## config.mk

```make
export PLATFORM = sky130hd
export DESIGN_NAME = calc_alu_seq_flat
export DESIGN_NICKNAME = d
export VERILOG_FILES = /design/src/rtl/calc_pkg.sv /design/src/rtl/calc_alu_seq_if.sv /design/src/rtl/calc_alu_seq_sync_rise.sv /design/src/rtl/calc_alu_seq.sv /design/src/flat_wrapper.sv
export SDC_FILE = /design/constraint.sdc
export NUM_CORES = 1
export LEC_CHECK = 0
export ABC_AREA = 1
export BUFFER_PORTS_ARGS = -buffer_cell sky130_fd_sc_hd__buf_2
export CAP_MARGIN = 40
export CORE_ASPECT_RATIO = 1.75
export CORE_MARGIN = 5
export CORE_UTILIZATION = 52
export CTS_CLUSTER_DIAMETER = 30
export DETAILED_ROUTE_END_ITERATION = 12
export HOLD_SLACK_MARGIN = 0.08
export PLACE_DENSITY = 0.68
export SLEW_MARGIN = 20
export SYNTH_ARGS = -nofsm -noshare
export SYNTH_HDL_FRONTEND = slang
export SYNTH_SLANG_ARGS = --single-unit
```

## constraint.sdc

```tcl
create_clock -name clk -period 4.4 [get_ports clk]
set_input_delay 0.66 -clock clk [delete_from_list [all_inputs] [get_ports clk]]
set_output_delay 0.66 -clock clk [all_outputs]
set_load 0.03 [all_outputs]
```

## src/rtl/calc_pkg.sv

```systemverilog
// Shared opcodes, FSM encoding and default width for the calculator pipeline.
package calc_pkg;
  localparam int CALC_W = 6;

  localparam logic [1:0] OP_ADD = 2'b00;
  localparam logic [1:0] OP_SUB = 2'b01;
  localparam logic [1:0] OP_MUL = 2'b10;
  localparam logic [1:0] OP_DIV = 2'b11;

  typedef enum logic [1:0] {
    S_IDLE = 2'b00,
    S_EXEC = 2'b01,
    S_DONE = 2'b10
  } state_t;
endpackage

```

## src/rtl/calc_alu_seq_if.sv

```systemverilog
// Operand/result bundle between the entry FSM, the ALU and the display stage.
interface calc_alu_seq_if
  import calc_pkg::*;
#(
  parameter int W = CALC_W
);
  logic [W-1:0]   A;
  logic [W-1:0]   B;
  logic           flag;
  logic [1:0]     opsel;
  logic [2*W-1:0] result;
  logic [W-1:0]   remainder;
  logic           neg;
  logic           err;
  logic           busy;
  logic           done;

  modport master (
    output A, B, flag, opsel,
    input  result, remainder, neg, err, busy, done
  );

  modport slave (
    input  A, B, flag, opsel,
    output result, remainder, neg, err, busy, done
  );
endinterface

```

## src/rtl/calc_alu_seq_sync_rise.sv

```systemverilog
// Three-flop synchronizer with rising-edge detect on the synchronized level.
module sync_rise (
  input  logic clk,
  input  logic resetN,
  input  logic d_i,
  output logic rise_o
);
  logic s1_q, s2_q, s3_q;

  always_ff @(posedge clk or negedge resetN) begin
    if (!resetN) begin
      s1_q <= 1'b0;
      s2_q <= 1'b0;
      s3_q <= 1'b0;
    end else begin
      s1_q <= d_i;
      s2_q <= s1_q;
      s3_q <= s2_q;
    end
  end

  assign rise_o = s2_q & ~s3_q;
endmodule

```

## src/rtl/calc_alu_seq.sv

```systemverilog
// Sequential ALU: add/sub in one cycle, shift-add multiply and restoring
// divide one bit per cycle, result held with done until the next start.
module calc_alu_seq
  import calc_pkg::*;
#(
  parameter int W = CALC_W
) (
  input logic           clk,
  input logic           resetN,
  calc_alu_seq_if.slave bus
);
  localparam int CW = (W > 1) ? $clog2(W) : 1;

  state_t         state_q, state_d;
  logic [1:0]     op_q, op_d;
  logic [W-1:0]   a_q, a_d, b_q, b_d;
  logic [2*W-1:0] acc_q, acc_d;
  // sh: multiplicand (mul) or dividend shifting into quotient (div)
  logic [2*W-1:0] sh_q, sh_d;
  // mp: multiplier (mul) or partial remainder (div)
  logic [W-1:0]   mp_q, mp_d;
  logic [CW-1:0]  cnt_q, cnt_d;
  logic           fin_q, fin_d;
  logic [2*W-1:0] result_q, result_d;
  logic [W-1:0]   rem_q, rem_d;
  logic           neg_q, neg_d, err_q, err_d;

  logic           start;
  logic [W:0]     div_sh, div_trial;

  sync_rise u_sync (
    .clk    (clk),
    .resetN (resetN),
    .d_i    (bus.flag),
    .rise_o (start)
  );

  always_comb begin
    state_d   = state_q;
    op_d      = op_q;
    a_d       = a_q;
    b_d       = b_q;
    acc_d     = acc_q;
    sh_d      = sh_q;
    mp_d      = mp_q;
    cnt_d     = cnt_q;
    fin_d     = fin_q;
    result_d  = result_q;
    rem_d     = rem_q;
    neg_d     = neg_q;
    err_d     = err_q;
    div_sh    = {mp_q, sh_q[W-1]};
    div_trial = div_sh - {1'b0, b_q};

    case (state_q)
      S_IDLE, S_DONE: begin
        if (start) begin
          a_d     = bus.A;
          b_d     = bus.B;
          op_d    = bus.opsel;
          neg_d   = 1'b0;
          err_d   = 1'b0;
          acc_d   = '0;
          sh_d    = {{W{1'b0}}, bus.A};
          mp_d    = (bus.opsel == OP_DIV) ? '0 : bus.B;
          cnt_d   = CW'(W - 1);
          fin_d   = 1'b0;
          state_d = S_EXEC;
        end
      end
      S_EXEC: begin
        case (op_q)
          OP_ADD: begin
            result_d = {{W{1'b0}}, a_q} + {{W{1'b0}}, b_q};
            rem_d    = '0;
            state_d  = S_DONE;
          end
          OP_SUB: begin
            result_d = {{W{1'b0}}, a_q} - {{W{1'b0}}, b_q};
            neg_d    = (a_q < b_q);
            rem_d    = '0;
            state_d  = S_DONE;
          end
          OP_MUL: begin
            if (fin_q) begin
              result_d = acc_q;
              rem_d    = '0;
              state_d  = S_DONE;
            end else begin
              if (mp_q[0]) acc_d = acc_q + sh_q;
              sh_d = sh_q << 1;
              mp_d = mp_q >> 1;
            end
          end
          default: begin
            if (b_q == '0) begin
              result_d = '0;
              rem_d    = a_q;
              err_d    = 1'b1;
              state_d  = S_DONE;
            end else if (fin_q) begin
              result_d = {{W{1'b0}}, sh_q[W-1:0]};
              rem_d    = mp_q;
              state_d  = S_DONE;
            end else if (!div_trial[W]) begin
              mp_d = div_trial[W-1:0];
              sh_d = {sh_q[2*W-2:0], 1'b1};
            end else begin
              mp_d = div_sh[W-1:0];
              sh_d = {sh_q[2*W-2:0], 1'b0};
            end
          end
        endcase
        // Iteration count only matters for the multi-cycle ops
        if ((op_q == OP_MUL || (op_q == OP_DIV && b_q != '0)) && !fin_q) begin
          if (cnt_q == '0) fin_d = 1'b1;
          else             cnt_d = cnt_q - 1'b1;
        end
      end
      default: state_d = S_IDLE;
    endcase
  end

  always_ff @(posedge clk or negedge resetN) begin
    if (!resetN) begin
      state_q  <= S_IDLE;
      op_q     <= OP_ADD;
      a_q      <= '0;
      b_q      <= '0;
      acc_q    <= '0;
      sh_q     <= '0;
      mp_q     <= '0;
      cnt_q    <= '0;
      fin_q    <= 1'b0;
      result_q <= '0;
      rem_q    <= '0;
      neg_q    <= 1'b0;
      err_q    <= 1'b0;
    end else begin
      state_q  <= state_d;
      op_q     <= op_d;
      a_q      <= a_d;
      b_q      <= b_d;
      acc_q    <= acc_d;
      sh_q     <= sh_d;
      mp_q     <= mp_d;
      cnt_q    <= cnt_d;
      fin_q    <= fin_d;
      result_q <= result_d;
      rem_q    <= rem_d;
      neg_q    <= neg_d;
      err_q    <= err_d;
    end
  end

  assign bus.result    = result_q;
  assign bus.remainder = rem_q;
  assign bus.neg       = neg_q;
  assign bus.err       = err_q;
  assign bus.busy      = (state_q == S_EXEC);
  assign bus.done      = (state_q == S_DONE);
endmodule

```

## src/flat_wrapper.sv

```systemverilog
// flat-port wrapper written by rule: the top's interface ports become plain ports
module calc_alu_seq_flat import calc_pkg::*;
#(
  parameter int W = CALC_W
)
  (clk, resetN, bus_A, bus_B, bus_flag, bus_opsel, bus_result, bus_remainder, bus_neg, bus_err, bus_busy, bus_done);
  calc_alu_seq_if #(.W(W)) bus_i ();
  input logic clk;
  input logic resetN;
  input wire logic [$bits(bus_i.A)-1:0] bus_A;
  input wire logic [$bits(bus_i.B)-1:0] bus_B;
  input wire logic [$bits(bus_i.flag)-1:0] bus_flag;
  input wire logic [$bits(bus_i.opsel)-1:0] bus_opsel;
  output wire logic [$bits(bus_i.result)-1:0] bus_result;
  output wire logic [$bits(bus_i.remainder)-1:0] bus_remainder;
  output wire logic [$bits(bus_i.neg)-1:0] bus_neg;
  output wire logic [$bits(bus_i.err)-1:0] bus_err;
  output wire logic [$bits(bus_i.busy)-1:0] bus_busy;
  output wire logic [$bits(bus_i.done)-1:0] bus_done;
  assign bus_i.A = bus_A;
  assign bus_i.B = bus_B;
  assign bus_i.flag = bus_flag;
  assign bus_i.opsel = bus_opsel;
  assign bus_result = bus_i.result;
  assign bus_remainder = bus_i.remainder;
  assign bus_neg = bus_i.neg;
  assign bus_err = bus_i.err;
  assign bus_busy = bus_i.busy;
  assign bus_done = bus_i.done;
  calc_alu_seq #(.W(W)) u_core (.clk(clk), .resetN(resetN), .bus(bus_i));
endmodule
```

* Yosys cells after proc, flatten, opt, wreduce, memory -nomap -nowiden
Cells that the tools add are included.
** Storage, ports and cells
- Output and inout port bits :: 22
- Register bits after elaboration :: 73
- Word-level logic and storage cells :: 113
** Operators by class
- Bitwise operators :: 2
- Reduce and logical (&&, ||, !) cells :: 24
- Muxes and demuxes :: 46
- Eq/ne operators :: 19
- $lt $le $gt $ge :: 1
- $add $sub $neg :: 5
** Operators by type and width (count)
- 12-bit two-way mux :: 11
- 12-bit case mux with 2 select lines :: 3
- 6-bit two-way mux :: 9
- 12-bit case mux with 3 select lines :: 1
- 6-bit case mux with 2 select lines :: 3
- 2-bit by 1-bit != test with 1-bit output (second input constant) :: 8
- 12-bit adder :: 1
- 4-bit AND reduction :: 3
- 5-bit AND reduction :: 2
- 3-bit two-way mux :: 3
- 3-bit AND reduction :: 3
- 2-bit == test (second input constant) :: 4
- 2-bit != test (second input constant) :: 4
- 2-bit case mux with 2 select lines :: 2
- 6-bit by 6-bit adder with 7-bit output :: 1
- 1-bit two-way mux :: 7
- 6-bit by 6-bit subtractor with 7-bit output :: 1
- 7-bit by 6-bit subtractor with 7-bit output :: 1
- 6-bit logical NOT :: 1
- 6-bit less-than comparator :: 1
- 2-bit two-way mux :: 3
- 1-bit case mux with 2 select lines :: 3
- 3-bit case mux with 2 select lines :: 1
- 6-bit nonzero test :: 1
- 16 further kinds :: 20

* Logic depth before layout (Yosys ltp)
- Depth in word-level cells :: 6
- Depth in mapped cells :: 13

* Cells and area by module
Synthesis repeated with hierarchy kept, for this count alone.
** Unflattened totals
- Cells, all modules :: 613
- Area, all modules :: 4581.9 µm²
** Modules (own cells, without submodules)
- calc_alu_seq :: area each 4496.8 µm², cells each 608, instances 1
- sync_rise :: area each 85.1 µm², cells each 5, instances 1

* Worst setup path after synthesis
OpenSTA, ideal clock, no wires.
- Kind :: reg2reg
- Start point :: reg u_core.sh_q[5]
- End point :: reg u_core.mp_q[5]
- Required time :: 4323 ps
- Clock period less this slack :: 1973 ps
- Slack :: 2427 ps
- Path buffers :: 0
- Stages on the path, launching flop included :: 13
- Arrival :: 1896 ps
- Path through :: dfrtp_1 -> inv_1 -> ha_1 -> fa_1 -> inv_1 -> nand3_1 -> nand3_1 -> nand2_1 -> nand2_1 -> nand2_1 -> nand2_1 -> nand2_1 -> a21oi_1
** On the way
- Word-level cells in the longest chain between the ends :: 6
** Ends and longest elaborated chain
- start: declaration :: line calc_alu_seq.sv:19 : logic [2*W-1:0] sh_q, sh_d;
- start signal: assignment :: line calc_alu_seq.sv:131 : sh_q <= '0;
- start signal: assignment :: line calc_alu_seq.sv:145 : sh_q <= sh_d;
- 7-bit by 6-bit subtractor with 7-bit output :: line calc_alu_seq.sv:53 : div_trial = div_sh - {1'b0, b_q};
- 6-bit two-way mux :: line calc_alu_seq.sv:105 : end else if (!div_trial[W]) begin
- 6-bit two-way mux :: line calc_alu_seq.sv:101 : end else if (fin_q) begin
- 6-bit two-way mux :: line calc_alu_seq.sv:96 : if (b_q == '0) begin
- 6-bit case mux with 2 select lines :: line calc_alu_seq.sv:72 : case (op_q)
- 6-bit case mux with 2 select lines :: line calc_alu_seq.sv:55 : case (state_q)
- end signal: assignment :: line calc_alu_seq.sv:146 : mp_q <= mp_d;
- end: declaration :: line calc_alu_seq.sv:21 : logic [W-1:0] mp_q, mp_d;
No other way between the ends. The select of a mux whose other input is x is not followed.
A chain may end at the register's enable or synchronous reset.

* Worst setup path after layout
- Start point :: reg u_core.state_q[1]
- End point :: out bus_busy
** On the way
- Word-level cells in the longest chain between the ends :: 1
** Ends and longest elaborated chain
- start: declaration :: line calc_alu_seq.sv:14 : state_t state_q, state_d;
- start signal: assignment :: line calc_alu_seq.sv:140 : state_q <= state_d;
- 2-bit by 1-bit == test with 1-bit output :: line calc_alu_seq.sv:160 : assign bus.busy = (state_q == S_EXEC);
- end: declaration :: line flat_wrapper.sv:18 : output wire logic [$bits(bus_i.busy)-1:0] bus_busy;
No other way between the ends.

==> flow_summary.toml <==
[outcome]
run_status = "finished clean"

[synth]
number_of_standard_cells_after_synthesis = 626
syn_area_per_cell_um2 = 7.44
synth.largest_area_cell = "dfrtp_1"
fraction_of_post_synthesis_cell_area_in_the_top_cell_type_by_area_pct = 39.2
synth_seq_area_share_pct = 39.2
yosysUniqueCellTypes = 35
synth_flop_cell = "dfrtp_1"
synth_common_cells = "nand2_1 (182), dfrtp_1 (73), inv_1 (65)"
ys.warnings.count = 0
synth_seq_cells = 73
post_syn_area_um2 = 4660
async_reset_ff_share_pct = 100
synth_fp_nets = 678
edff_count_synth = 0
synthTopCellsByArea = "dfrtp_1 (39%), nand2_1 (15%), ha_1 (8.3%)"
post-synth-top-count-cell = "nand2_1"

[routing]
route.detailed.wl_per_inst_um = 17.2
postRouteAntennaNets = 0
initialDrtViolationCount = 279
drc = 0
drt-pass1-iter-count = 4
via_count = 4325
route.detailed.vias_per_inst = 5.52
routed_wirelength_um = 13500

[clocking]
cts.hold.buffers_added = 0
cts_inserted_buffers = 9
cts_htree_levels = 3
postCtsSetupRepairBufs = 0
cts.reportedPaths.clkPinSlew_ns = 0.06
clock_sink_count = 73
ctsResizeCount = 0
clk_root_buffer_cell = "clkbuf_16"
cts_tree = "built"
clock_path_buffers = 2
clock_latency_ns = 0.34

[critical_path]
critical_path.slowest_cell = "inv_1"
critPathMaxStageDelay_ns = 0.73
critPathBufInv = 3
worstPathCellList = "inv_1 -> nand2_1 -> inv_1 -> buf_2"
path_delay_family = "buffers and inverters"
critical_path.endpoint_type = "output port"
worstSetupPathType = "flip-flop to output port"
worstPathArrival_ns = 2.14
worstSetupStartpointType = "flip-flop"
cpMostUsedCell = "inv_1"
critical_path_required_ns = 3.74
critical_path.max_fanout = 24

[timing]
grt_setup_unrepaired = "false"
period_share_pct = 63.7
hold-worst-slack_ns = 0.125
finalSetupViolations = 0
worst-slew-pin-transition_ns = 0.859
final_setup_skew_ns = 0.00631
fmax_mhz = 357
final_period_minus_worst_setup_slack_ns = 2.80
finalHoldViolCount = 0
final_max_slew_viol_count = 0
setup_tns_ns = 0
slew-limit-headroom_pct = 42.1

[cells_and_area]
layout-drive-gt1-share_pct = 10.8
area.growth.synth_to_final_pct = 11.9
n_antenna_cell = 0
design.final.nets = 713

[place]
place.detailed.hpwl_um = 10600
finalWeightedCongestion = 0.959
buffer_ports.inserted = 38

[pwr]
pwr-share-clk_pct = 20.3
ir_drop_mv = 0.340
net_switching_power_mw = 1.62
sw_frac_of_total_pct = 47.5
cellPowerDensity_nw_per_um2 = 654
power.static_leakage_nw = 2.80
seqPwrFrac_pct = 31.3
power.internal_mw = 1.79
power.combinational.fraction_pct = 48.4

[global_routing]
grt_antenna_before_repair = 0
grt_pass1_wl_um = 22000
grt_use_total_pct = 26.6
grt_overflow = 0
vias_in_the_first_global_route = 4370
maximum_number_of_pins_on_one_net_before_global_route_repair = 40

[floorplanning]
die_w_um = 81.5
die_height_um = 135
core_area_um2 = 8730
overall_die_area_um2 = 11000
num_io_pins = 39
initial_core_util_pct = 53.4
fp-row-count = 45

[min_path]
hp-class = "input pin to async pin"

[flow_run]
timing.max_cap.violations = 0
==> worst paths after layout <==
kind                            cells after the start                             endpoint  slack (ns)                          start
worst max register to register                      6  u_core.bus.remainder[4]$_DFFE_PN0P_        1.60  u_core.state_q[0]$_DFFE_PN0P_
worst min-delay path                                1         u_core.u_sync.s2_q$_DFF_PN0_        0.12                         resetN
min in group clk                                    0         u_core.u_sync.s2_q$_DFF_PN0_        0.35   u_core.u_sync.s1_q$_DFF_PN0_
worst min register to register                      0         u_core.u_sync.s2_q$_DFF_PN0_        0.35   u_core.u_sync.s1_q$_DFF_PN0_
max in group asynchronous                           3           u_core.mp_q[4]$_DFFE_PN0P_        3.33                         resetN
worst max-delay path                                4                             bus_busy        1.60  u_core.state_q[1]$_DFFE_PN0P_
==> stage by stage <==
stage	util, %	cells	setup slack [ns]	power (mW)	area (um^2)
finish	59.7	783	1.60	3.41	5210
global route	59.7	783	1.33	3.67	5210
CTS	59.5	782	1.62	3.40	5190
detailed placement	56.3	766	1.66	2.71	4910
global placement	56.3	766	1.80	2.68	4910
floorplan	-	626	2.43	2.24	4660
==> sequential cells by signal (all words and copies together), names as in the netlist <==
name and cells:
u_core.mp_q 6, u_core.b_q 6, u_core.bus.remainder 6, u_core.bus.neg 1
u_core.acc_q 12, u_core.u_sync.s3_q 1, u_core.sh_q 12, u_core.cnt_q 3
u_core.bus.result 12, u_core.u_sync.s1_q 1, u_core.fin_q 1, u_core.op_q 2
u_core.u_sync.s2_q 1, u_core.bus.err 1, u_core.state_q 2, u_core.a_q 6
==> routing by layer <==
| metal | up-vias | global-route usage (%) | wire length (um) |
|---|---|---|---|
| met5 | - | 0 | 0 |
| met2 | 97 | 48.0 | 7330 |
| met3 | 35 | 3.66 | 451 |
| met1 | 2057 | 30.0 | 5170 |
| li1 | 2136 | - | - |
| met4 | 0 | 12.3 | 552 |
==> cell families (layout without fill, tap and decap cells) <==
logic type | after synthesis | after routing | share of synthesized area [%]
flip-flops | 73 | 73 | 39.2
AND/OR/NAND/NOR | 300 | 300 | 27.1
AO/OA/AOI/OAI | 126 | 126 | 15.1
adder cells (fa/ha/maj) | 35 | 35 | 10.0
buffers and inverters | 88 | 128 | 7.85
XOR/XNOR | 4 | 4 | 0.752
==> power groups by stage <==
stage	logic, mW	registers (mW)	clock network [mW]
6_report	1.65	1.07	0.693
3_5_place_dp	1.64	1.07	0
5_1_grt	1.85	1.08	0.731
3_3_place_gp	1.61	1.07	0
4_1_cts	1.64	1.06	0.701
2_1_floorplan	1.08	1.16	0
==> cells in the final DEF (no fill, tap or decap), types with 2 or more instances in the layout <==
cell type,synthesis,routed
a21oi_1,53,53
a31oi_1,3,3
buf_2,4,38
buf_4,2,2
clkbuf_16,0,9
clkinv_2,0,2
clkinvlp_4,0,2
dfrtp_1,73,73
fa_1,4,4
ha_1,31,31
inv_1,65,65
inv_2,5,5
nand2_1,182,182
nand2_2,4,4
nand3_1,59,59
nand4_1,8,8
nor2_1,39,39
nor3_1,3,3
o211ai_1,7,7
o21ai_0,39,39
o21ai_1,7,7
o22ai_1,3,3
o31ai_1,9,9
xor2_1,3,3
==> area by class of cell <==
type,count,area [um^2]
Inverter,71,267
Clock inverter,6,42.5
Multi-Input combinational cell,465,2460
Sequential cell,73,1830
Tap cell,117,146
Timing Repair Buffer,41,225
Clock buffer,10,239
Fill cell,840,3520
Power figures use the tool's default switching activity.
